File: config.mk
export PLATFORM = sky130hd
export DESIGN_NAME = calc_ctrl_flat
export DESIGN_NICKNAME = d
export VERILOG_FILES = /design/src/rtl/calc_ctrl_if.sv /design/src/rtl/calc_ctrl.sv /design/src/flat_wrapper.sv
export SDC_FILE = /design/constraint.sdc
export NUM_CORES = 1
export LEC_CHECK = 0
export CAP_MARGIN = 20
export CORE_MARGIN = 8
export CORE_UTILIZATION = 48
export CTS_BUF_LIST = sky130_fd_sc_hd__clkbuf_4
export CTS_CLUSTER_DIAMETER = 80
export DETAILED_ROUTE_END_ITERATION = 12
export HOLD_SLACK_MARGIN = 0.06
export PLACE_DENSITY_LB_ADDON = 0.15
export SLEW_MARGIN = 30
export SYNTH_ARGS = -nofsm -noshare
export SYNTH_HDL_FRONTEND = slang
export SYNTH_SLANG_ARGS = --single-unit
File: constraint.sdc
create_clock -name IN_clk -period 3.95 [get_ports IN_clk]
set_input_delay 0.79 -clock IN_clk [delete_from_list [all_inputs] [get_ports IN_clk]]
set_output_delay 0.79 -clock IN_clk [all_outputs]
set_load 0.005 [all_outputs]
File: src/rtl/calc_ctrl_if.sv
// Handshake and ALU bundle between the calculator controller and its environment.
// The keypad and ALU sides drive the master modport; the controller uses the slave modport.
interface calc_ctrl_if;
    logic       IN_key_valid;
    logic [3:0] IN_key_code;
    logic [7:0] IN_alu_S;
    logic       IN_alu_zero;
    logic       IN_alu_carry_out;
    logic [3:0] OUT_alu_CS;
    logic [7:0] OUT_alu_a;
    logic [7:0] OUT_alu_b;
    logic       OUT_alu_carry_in;
    logic [7:0] OUT_result;
    logic       OUT_result_valid;
    logic       OUT_flag_zero;
    logic       OUT_flag_carry;
    logic [7:0] OUT_display;
    logic       OUT_busy;

    modport master (
        output IN_key_valid, IN_key_code,
        output IN_alu_S, IN_alu_zero, IN_alu_carry_out,
        input  OUT_alu_CS, OUT_alu_a, OUT_alu_b, OUT_alu_carry_in,
        input  OUT_result, OUT_result_valid,
        input  OUT_flag_zero, OUT_flag_carry,
        input  OUT_display, OUT_busy
    );

    modport slave (
        input  IN_key_valid, IN_key_code,
        input  IN_alu_S, IN_alu_zero, IN_alu_carry_out,
        output OUT_alu_CS, OUT_alu_a, OUT_alu_b, OUT_alu_carry_in,
        output OUT_result, OUT_result_valid,
        output OUT_flag_zero, OUT_flag_carry,
        output OUT_display, OUT_busy
    );
endinterface

File: src/rtl/calc_ctrl.sv
// Keypad calculator controller driving an external 8-bit ALU.
// Define CALC_CARRY_CHAIN_EN to feed the previous carry into chained add/sub/cmp.
module calc_ctrl (
    input logic        IN_clk,
    input logic        IN_rst,
    calc_ctrl_if.slave bus
);
    typedef enum logic [1:0] {ENTER_A, ENTER_B, EXEC, SHOW} state_t;

    state_t     r_state, w_state_nxt;
    logic [7:0] r_a, w_a_nxt;
    logic [7:0] r_b, w_b_nxt;
    logic [3:0] r_op, w_op_nxt;
    logic [7:0] r_result;
    logic       r_zero;
    logic       r_carry;
    logic       r_valid;
`ifdef CALC_CARRY_CHAIN_EN
    logic       r_chain, w_chain_nxt;
`endif

    logic        w_key;
    logic [3:0]  w_code;
    logic        w_digit, w_oper, w_equal;
    logic [11:0] w_acc_a, w_acc_b;
    logic        w_cin;

    assign w_key   = bus.IN_key_valid;
    assign w_code  = bus.IN_key_code;
    assign w_digit = w_code <= 4'h9;
    assign w_oper  = (w_code >= 4'hA) && (w_code <= 4'hE);
    assign w_equal = w_code == 4'hF;

    // operand*10 + digit, wide enough to detect overflow past 255
    assign w_acc_a = ({4'd0, r_a} << 3) + ({4'd0, r_a} << 1) + {8'd0, w_code};
    assign w_acc_b = ({4'd0, r_b} << 3) + ({4'd0, r_b} << 1) + {8'd0, w_code};

    always_comb begin
        w_state_nxt = r_state;
        w_a_nxt     = r_a;
        w_b_nxt     = r_b;
        w_op_nxt    = r_op;
`ifdef CALC_CARRY_CHAIN_EN
        w_chain_nxt = r_chain;
`endif
        unique case (r_state)
            ENTER_A: begin
                if (w_key && w_digit && (w_acc_a <= 12'd255)) begin
                    w_a_nxt = w_acc_a[7:0];
                end else if (w_key && w_oper) begin
                    w_op_nxt    = w_code;
                    w_b_nxt     = 8'd0;
                    w_state_nxt = ENTER_B;
                end
            end
            ENTER_B: begin
                if (w_key && w_digit && (w_acc_b <= 12'd255)) begin
                    w_b_nxt = w_acc_b[7:0];
                end else if (w_key && w_oper) begin
                    w_op_nxt = w_code;
                end else if (w_key && w_equal) begin
                    w_state_nxt = EXEC;
                end
            end
            EXEC: begin
                w_state_nxt = SHOW;
            end
            SHOW: begin
                if (w_key && w_digit) begin
                    w_a_nxt     = {4'd0, w_code};
`ifdef CALC_CARRY_CHAIN_EN
                    w_chain_nxt = 1'b0;
`endif
                    w_state_nxt = ENTER_A;
                end else if (w_key && w_oper) begin
                    w_a_nxt     = r_result;
`ifdef CALC_CARRY_CHAIN_EN
                    w_chain_nxt = 1'b1;
`endif
                    w_op_nxt    = w_code;
                    w_b_nxt     = 8'd0;
                    w_state_nxt = ENTER_B;
                end
            end
            default: w_state_nxt = ENTER_A;
        endcase
    end

    always_comb begin
        w_cin = (r_op == 4'hB) || (r_op == 4'hE);
`ifdef CALC_CARRY_CHAIN_EN
        if (r_chain && ((r_op == 4'hA) || (r_op == 4'hB) || (r_op == 4'hE))) begin
            w_cin = r_carry;
        end
`endif
    end

    always_ff @(posedge IN_clk) begin
        if (IN_rst) begin
            r_state  <= ENTER_A;
            r_a      <= 8'd0;
            r_b      <= 8'd0;
            r_op     <= 4'hA;
            r_result <= 8'd0;
            r_zero   <= 1'b0;
            r_carry  <= 1'b0;
            r_valid  <= 1'b0;
`ifdef CALC_CARRY_CHAIN_EN
            r_chain  <= 1'b0;
`endif
        end else begin
            r_state <= w_state_nxt;
            r_a     <= w_a_nxt;
            r_b     <= w_b_nxt;
            r_op    <= w_op_nxt;
            r_valid <= r_state == EXEC;
`ifdef CALC_CARRY_CHAIN_EN
            r_chain <= w_chain_nxt;
`endif
            if (r_state == EXEC) begin
                r_result <= bus.IN_alu_S;
                r_zero   <= bus.IN_alu_zero;
                r_carry  <= bus.IN_alu_carry_out;
            end
        end
    end

    assign bus.OUT_alu_CS       = (r_state == EXEC) ? r_op : 4'h0;
    assign bus.OUT_alu_a        = r_a;
    assign bus.OUT_alu_b        = r_b;
    assign bus.OUT_alu_carry_in = (r_state == EXEC) && w_cin;
    assign bus.OUT_result       = r_result;
    assign bus.OUT_result_valid = r_valid;
    assign bus.OUT_flag_zero    = r_zero;
    assign bus.OUT_flag_carry   = r_carry;
    assign bus.OUT_busy         = r_state == EXEC;

    always_comb begin
        bus.OUT_display = r_result;
        unique case (r_state)
            ENTER_A: bus.OUT_display = r_a;
            ENTER_B: bus.OUT_display = r_b;
            default: bus.OUT_display = r_result;
        endcase
    end
endmodule

File: src/flat_wrapper.sv
// flat-port wrapper written by rule: the top's interface ports become plain ports
module calc_ctrl_flat 
  (IN_clk, IN_rst, bus_IN_key_valid, bus_IN_key_code, bus_IN_alu_S, bus_IN_alu_zero, bus_IN_alu_carry_out, bus_OUT_alu_CS, bus_OUT_alu_a, bus_OUT_alu_b, bus_OUT_alu_carry_in, bus_OUT_result, bus_OUT_result_valid, bus_OUT_flag_zero, bus_OUT_flag_carry, bus_OUT_display, bus_OUT_busy);
  calc_ctrl_if bus_i ();
  input logic IN_clk;
  input logic IN_rst;
  input wire logic [$bits(bus_i.IN_key_valid)-1:0] bus_IN_key_valid;
  input wire logic [$bits(bus_i.IN_key_code)-1:0] bus_IN_key_code;
  input wire logic [$bits(bus_i.IN_alu_S)-1:0] bus_IN_alu_S;
  input wire logic [$bits(bus_i.IN_alu_zero)-1:0] bus_IN_alu_zero;
  input wire logic [$bits(bus_i.IN_alu_carry_out)-1:0] bus_IN_alu_carry_out;
  output wire logic [$bits(bus_i.OUT_alu_CS)-1:0] bus_OUT_alu_CS;
  output wire logic [$bits(bus_i.OUT_alu_a)-1:0] bus_OUT_alu_a;
  output wire logic [$bits(bus_i.OUT_alu_b)-1:0] bus_OUT_alu_b;
  output wire logic [$bits(bus_i.OUT_alu_carry_in)-1:0] bus_OUT_alu_carry_in;
  output wire logic [$bits(bus_i.OUT_result)-1:0] bus_OUT_result;
  output wire logic [$bits(bus_i.OUT_result_valid)-1:0] bus_OUT_result_valid;
  output wire logic [$bits(bus_i.OUT_flag_zero)-1:0] bus_OUT_flag_zero;
  output wire logic [$bits(bus_i.OUT_flag_carry)-1:0] bus_OUT_flag_carry;
  output wire logic [$bits(bus_i.OUT_display)-1:0] bus_OUT_display;
  output wire logic [$bits(bus_i.OUT_busy)-1:0] bus_OUT_busy;
  assign bus_i.IN_key_valid = bus_IN_key_valid;
  assign bus_i.IN_key_code = bus_IN_key_code;
  assign bus_i.IN_alu_S = bus_IN_alu_S;
  assign bus_i.IN_alu_zero = bus_IN_alu_zero;
  assign bus_i.IN_alu_carry_out = bus_IN_alu_carry_out;
  assign bus_OUT_alu_CS = bus_i.OUT_alu_CS;
  assign bus_OUT_alu_a = bus_i.OUT_alu_a;
  assign bus_OUT_alu_b = bus_i.OUT_alu_b;
  assign bus_OUT_alu_carry_in = bus_i.OUT_alu_carry_in;
  assign bus_OUT_result = bus_i.OUT_result;
  assign bus_OUT_result_valid = bus_i.OUT_result_valid;
  assign bus_OUT_flag_zero = bus_i.OUT_flag_zero;
  assign bus_OUT_flag_carry = bus_i.OUT_flag_carry;
  assign bus_OUT_display = bus_i.OUT_display;
  assign bus_OUT_busy = bus_i.OUT_busy;
  calc_ctrl u_core (.IN_clk(IN_clk), .IN_rst(IN_rst), .bus(bus_i));
endmodule
# Word level (Yosys, flattened, before mapping)

Cells that the tools add are included.

Bits in read-only memories: 0
Memories kept: 0
Logic and storage cells: 69
RAM bits: 0
Output and inout port bits: 41
Latch bits: 0
Register bits after elaboration: 33
Bits of input ports: 17

Add/sub/neg operators: 4
Shifts and indexed selects: 0
Mux-type cells: 23
Order comparisons: 5
Bitwise gates (word level): 0
Multiply operators: 0
Reduce and logical (&&, ||, !) cells: 15
Equal/unequal tests: 14
Divide/modulo/power cells: 0

Operators with widths:

| kind                                                             | number |
|---|---|
| 2-to-1 mux 8 bit                                                 | 7 |
| one-hot mux 8 bit (2 select lines)                               | 2 |
| adder 11 x 9 -> 12 bit                                           | 2 |
| adder 12 x 4 -> 12 bit                                           | 2 |
| less-or-equal comparator 12 x 8 -> 1 bit (second input constant) | 2 |
| one-hot mux 8 bit (3 select lines)                               | 1 |
| 2-to-1 mux 4 bit                                                 | 5 |
| == test 4 bit (second input constant)                            | 3 |
| 2-to-1 mux 2 bit                                                 | 6 |
| one-hot mux 4 bit (3 select lines)                               | 1 |
| AND reduction 4 bit                                              | 3 |
| less-or-equal comparator 4 bit (second input constant)           | 2 |
| inequality test 2 bit (second input constant)                    | 4 |
| one-hot mux 2 bit (4 select lines)                               | 1 |
| logical AND 1 bit                                                | 7 |
| inequality test 2 x 1 -> 1 bit (second input constant)           | 3 |
| == test 2 bit (second input constant)                            | 2 |
| >= comparator 4 bit (second input constant)                      | 1 |
| inequality test 3 x 1 -> 1 bit (second input constant)           | 1 |
| AND reduction 3 bit                                              | 1 |
| nonzero test 3 bit                                               | 1 |
| == test 2 x 1 -> 1 bit (second input constant)                   | 1 |
| zero test 2 bit                                                  | 1 |
| nonzero test 2 bit                                               | 1 |
| logical OR 1 bit                                                 | 1 |

# Longest topological paths before layout

Depth in word-level cells: 6
Depth in mapped cells: 12
Mapped depth without buffers: 11

# Worst setup path before layout

Ideal clock, no wire load.

Path type: input to register
Start point: in bus_IN_key_code[3]
End point: reg u_core.r_b[1], in the netlist u_core.bus.OUT_alu_b[1]
Path buffers: 1
Arrival time: 3.753 ns
Stages: 11
Required time: 3.818 ns
Setup time: 0.132 ns
Setup slack: 0.065 ns
Path through: inv_1 fa_1 fa_1 and2b_1 o31a_1 a2111oi_0 or4_4 a2111oi_4 buf_6 a2bb2oi_1 a21oi_1

Word-level cells in the longest chain between the ends: 6
Elaborated cells on any way between the ends: 20
Those cells by class: add/sub: 2; order compare: 5; eq/ne: 3; mux: 4; reduce/logical: 6

Ends and longest elaborated chain:

| element                                                                        | RTL line          | RTL |
|---|---|---|
| start: declaration                                                             | flat_wrapper.sv:8 | `input wire logic [$bits(bus_i.IN_key_code)-1:0] bus_IN_key_code;` |
| parallel branches: the longest is 6 deep, another holds adder 12 x 4 -> 12 bit | -                 |  |
| end signal: assignment                                                         | calc_ctrl.sv:114  | `r_b <= w_b_nxt;` |
| end: declaration                                                               | calc_ctrl.sv:12   | `logic [7:0] r_b, w_b_nxt;` |

Several ways; the timed one is not identified. The select of a mux whose other input is x is not followed.
A chain may end at the register's enable or synchronous reset.

# Final worst setup path

Start point: in bus_IN_key_code[2]
End point: reg u_core.r_b[3], in the netlist u_core.bus.OUT_alu_b[3]

Word-level cells in the longest chain between the ends: 6
Elaborated cells on any way between the ends: 21
Those cells by class: add/sub: 2; order compare: 5; eq/ne: 3; mux: 5; reduce/logical: 6

Ends and longest elaborated chain:

| element |
|---|
| parallel branches: the longest is 6 deep, another holds adder 12 x 4 -> 12 bit |

Several ways; the timed one is not identified. The select of a mux whose other input is x is not followed.

==> results.txt <==
DRT iter0 DRCs -> 198
status -> completed
worst slew pin tran -> 0.748 ns
Crit. End Element -> flip-flop
GPL Wtd Cong -> 0.893
die width -> 92.8 microns
layout cell share with drive strength beyond 1 -> 10.7%
Max stage delay cell, worst path -> or4_4
die height -> 92.8 microns
Synth Area in Simple Gates -> 21.3%
Required @ worst endpoint -> 4.21 ns
CTS tree -> done
initial antenna violation count -> 0
diode count -> 0
critical path class -> in2reg
Rel. slew slack -> 49.7%
multi-input logic area -> 2030 sq um
final setup vio count -> 0
H-tree depth -> 2
row count -> 28
vias in the first global route -> 2778
Comb power frac -> 64.3%
vias per cell -> 5.83
commonest register cell after synthesis -> dfxtp_1
synthesized area -> 2830 sq um
area delta synth->final -> 31.5%
register share of total power -> 23.1%
Placed Instances -> 484
syn avg cell area -> 8.27 sq um
fin util -> 64.0%
Clock Sinks -> 33
drt total wl -> 8.74 mm
Switch Pwr -> 908 uW
DIE AREA -> 8600 sq um
final hold slack -> 0.485 ns
hold path startpoint -> u_core.r_op[1]$_SDFFE_PP1P_
XOR/XNOR Fraction of Synth Area -> 2.17%
GRT overflow -> 0
sequential-to-total area share from yosys stat -> 23.4%
Synth Instances -> 342
Int Pwr -> 1170 uW
post-synthesis mux area share -> 6.37%
Post-synth EDFFs -> 0
Setup WS pre-CTS -> -0.445 ns
R2R Path Start -> u_core.bus.OUT_alu_b[0]$_SDFFE_PP0P_
top cells by area, synth -> dfxtp_1 (23%), ha_1 (15%), mux2i_1 (6.4%), nor2_1 (4.8%), nand2_1 (4.6%)
worst reg2reg path depth -> 11
Final Net Count -> 473
Worst R2R End -> u_core.bus.OUT_alu_b[3]$_SDFFE_PP0P_
clock root buffer -> clkbuf_4
largest family of logic cells by synthesized area -> compound AO/OA/AOI/OAI gates
hpwl dp -> 6.44 mm
post-synth cell types -> 56
Hold WC Path Type -> reg2reg
detailed-route wire length per cell -> 17.7 microns
Sequential Area -> 661 sq um
Max Cap Violations -> 0
Post-Syn Nets -> 397
yosys synthesis warning count -> 0
Synth Area in Compound Gates -> 23.2%
hold endpoint -> u_core.r_op[1]$_SDFFE_PP1P_
fill cell count -> 525
Worst Slack Setup Final -> 0.0754 ns
sequence of cells on the critical path -> clkdlybuf4s50_1, ha_1, ha_1, inv_1, fa_1, and2b_1, o31a_1, a2111oi_0, or4_4, a2111oi_4, buf_4, nand4b_1, a21oi_1
sw frac -> 43.8%
first-pass GRT wire length -> 14.2 mm
Tcrit/Tclk final -> 98.1%
Core ar. -> 5820 sq um
Clk pin slew, worst setup/hold paths -> 0.11 ns
Finished Layout Cells -> 494
Max clock buf depth -> 2
top cell type by total area after synthesis -> dfxtp_1
Worst Path Max Fanout -> 7
largest net degree at the start of global routing -> 33
Setup crit start kind -> input pin
synthesized-area fraction occupied by adder cells -> 17.9%
min Tclk post-route -> 3.87 ns
GRT Overall Usage -> 20.1%
later-pin clock latency in the skew report -> 0.35 ns
pwr dens -> 557 nW/um^2
Async S/R FF share, synth -> 0%
antenna-violating nets left -> 0
max-slew violations -> 0
cell with the most instances on the worst path -> ha_1
Port Buffers -> 57
clock share of power -> 12.6%
Seq cells post-synth -> 33
WP data arrival -> 4.13 ns
Largest stage delay, worst path -> 0.57 ns
starting density of the core -> 48.6%
final setup skew -> 0.0202 ns
Fmax -> 258 MHz
Top Ports -> 58
register-to-register setup slack -> 0.35 ns
CTS buffer count -> 5
final number of hold-violating endpoints -> 0
Pleak -> 0.00161 uW
Post-route DRC -> 0
setup_tns -> 0 ns
share of the synthesized area in the top cell type -> 23.4%
Peak VDD IR -> 0.315 mV
Via Count -> 2881
Hold Crit Depth -> 2
router iterations before antenna repair -> 4
## worst max-delay path by stage
| stage | start | endpoint | slack [ns] | depth (start not counted) |
|---|---|---|---|---|
| after CTS | bus_IN_key_code[3] | u_core.bus.OUT_alu_b[1]$_SDFFE_PP0P_ | 0.02 | 12 |
| final | bus_IN_key_code[2] | u_core.bus.OUT_alu_b[3]$_SDFFE_PP0P_ | 0.08 | 13 |
| after global routing | bus_IN_key_code[2] | u_core.bus.OUT_alu_b[3]$_SDFFE_PP0P_ | -0.05 | 13 |
| after detailed placement | bus_IN_key_code[3] | u_core.bus.OUT_alu_b[1]$_SDFFE_PP0P_ | -0.44 | 12 |
| after floorplan | bus_IN_key_code[3] | u_core.bus.OUT_alu_b[1]$_SDFFE_PP0P_ | 0.06 | 11 |
| after global placement | bus_IN_key_code[3] | u_core.bus.OUT_alu_b[0]$_SDFFE_PP0P_ | -0.29 | 12 |
## cells in the mapped netlist (3+ instances only)
cell type and number:
a2111oi_0 3, a211oi_1 9, a21o_1 5, a21oi_1 18, a22oi_1 8, a2bb2oi_1 8
a311o_1 3, a311oi_1 4, and2_1 4, and3_1 3, buf_6 4, clkbuf_1 9
dfxtp_1 33, fa_1 4, ha_1 34, inv_1 18, mux2i_1 18, nand2_1 35
nand2b_1 4, nand3_1 14, nand4_1 5, nor2_1 36, nor2b_1 4, nor3_1 5
o2111ai_1 5, o21ai_0 8, xnor2_1 3, xor2_1 4
## cells by family (layout without fill, tap and decap cells)
| logic type | count (synthesis) | in the layout |
|---|---|---|
| compound gates | 88 | 88 |
| xor+xnor | 7 | 7 |
| fa+ha+maj | 38 | 38 |
| buf+inv | 34 | 111 |
| flops | 33 | 33 |
| mux | 18 | 18 |
| simple gates | 124 | 124 |
## through the flow
| stage | area (sq um) | total power, uW |
|---|---|---|
| global placement | 3590 | 1770 |
| global route | 3720 | 2240 |
| finish | 3720 | 2070 |
| detailed placement | 3590 | 1790 |
| CTS | 3680 | 2060 |
| floorplan | 2830 | 1280 |
## routing by layer
| metal | vias up | share of wire (%) | GRT usage [%] |
|---|---|---|---|
| met4 | 0 | 0.68 | 2.82 |
| met2 | 114 | 45 | 32.1 |
| met1 | 1336 | 46 | 27.3 |
| met3 | 10 | 8.1 | 4.53 |
| met5 | - | 0 | 0 |
| li1 | 1421 | - | - |
## cells in the final DEF, fill, tap and decap left out, types with 2 or more instances in the layout
master / n
clkdlybuf4s50_1: 56
nor2_1: 36
nand2_1: 35
ha_1: 34
dfxtp_1: 33
buf_4: 27
mux2i_1: 18
a21oi_1: 18
inv_1: 17
nand3_1: 14
a22oi_1: 8
o21ai_0: 8
a211oi_1: 8
a21o_1: 5
nor3_1: 5
nand4_1: 5
a2bb2oi_1: 5
o2111ai_1: 5
clkbuf_4: 5
and2_1: 4
xor2_1: 4
nor2b_1: 4
a311oi_1: 4
nand2b_1: 4
and3_1: 3
a2111oi_0: 3
xnor2_1: 3
a311o_1: 3
a2bb2oi_2: 3
fa_1: 3
o2bb2ai_1: 2
o21a_1: 2
or2_1: 2
nor3b_1: 2
nand4b_1: 2
o21ai_1: 2
## worst max-delay path: cells and delay by family
kind	cells	cell delay, ns
AO/OA/AOI/OAI	4	0.84
buffers and inverters	3	0.74
AND/OR/NAND/NOR	3	0.91
adder cells (fa/ha/maj)	3	0.85
## sequential cells by signal (all words and copies together) (netlist names)
name and cells:
u_core.r_op 4, u_core.bus.OUT_result_valid 1, u_core.bus.OUT_flag_zero 1, u_core.bus.OUT_result 8
u_core.bus.OUT_alu_b 8, u_core.bus.OUT_flag_carry 1, u_core.bus.OUT_alu_a 8, u_core.r_state 2
## power groups by stage
| stage | sequential, uW | combinational, uW | clock [uW] |
|---|---|---|---|
| 6_report | 479 | 1330 | 260 |
| 5_1_grt | 489 | 1470 | 278 |
| 4_1_cts | 479 | 1320 | 266 |
| 3_5_place_dp | 486 | 1300 | 0 |
| 3_3_place_gp | 486 | 1280 | 0 |
| 2_1_floorplan | 465 | 818 | 0 |
## area by class of cell
type / count / area share, %
Inverter: 18 / 1.82
Multi-Input combinational cell: 275 / 54.6
Clock buffer: 5 / 1.01
Timing Repair Buffer: 85 / 21.2
Sequential cell: 33 / 17.8
Clock inverter: 3 / 1.11
Tap cell: 75 / 2.52
## timing repair
action                     in CTS  in global routing
buffers inserted                0                  1
pin swaps                       1                  5
hold buffers                    0                  0
gates cloned                    1                  0
setup endpoints to repair       8                 16
resized for setup               2                  8
No activity file was read; power rests on OpenSTA's default activity.
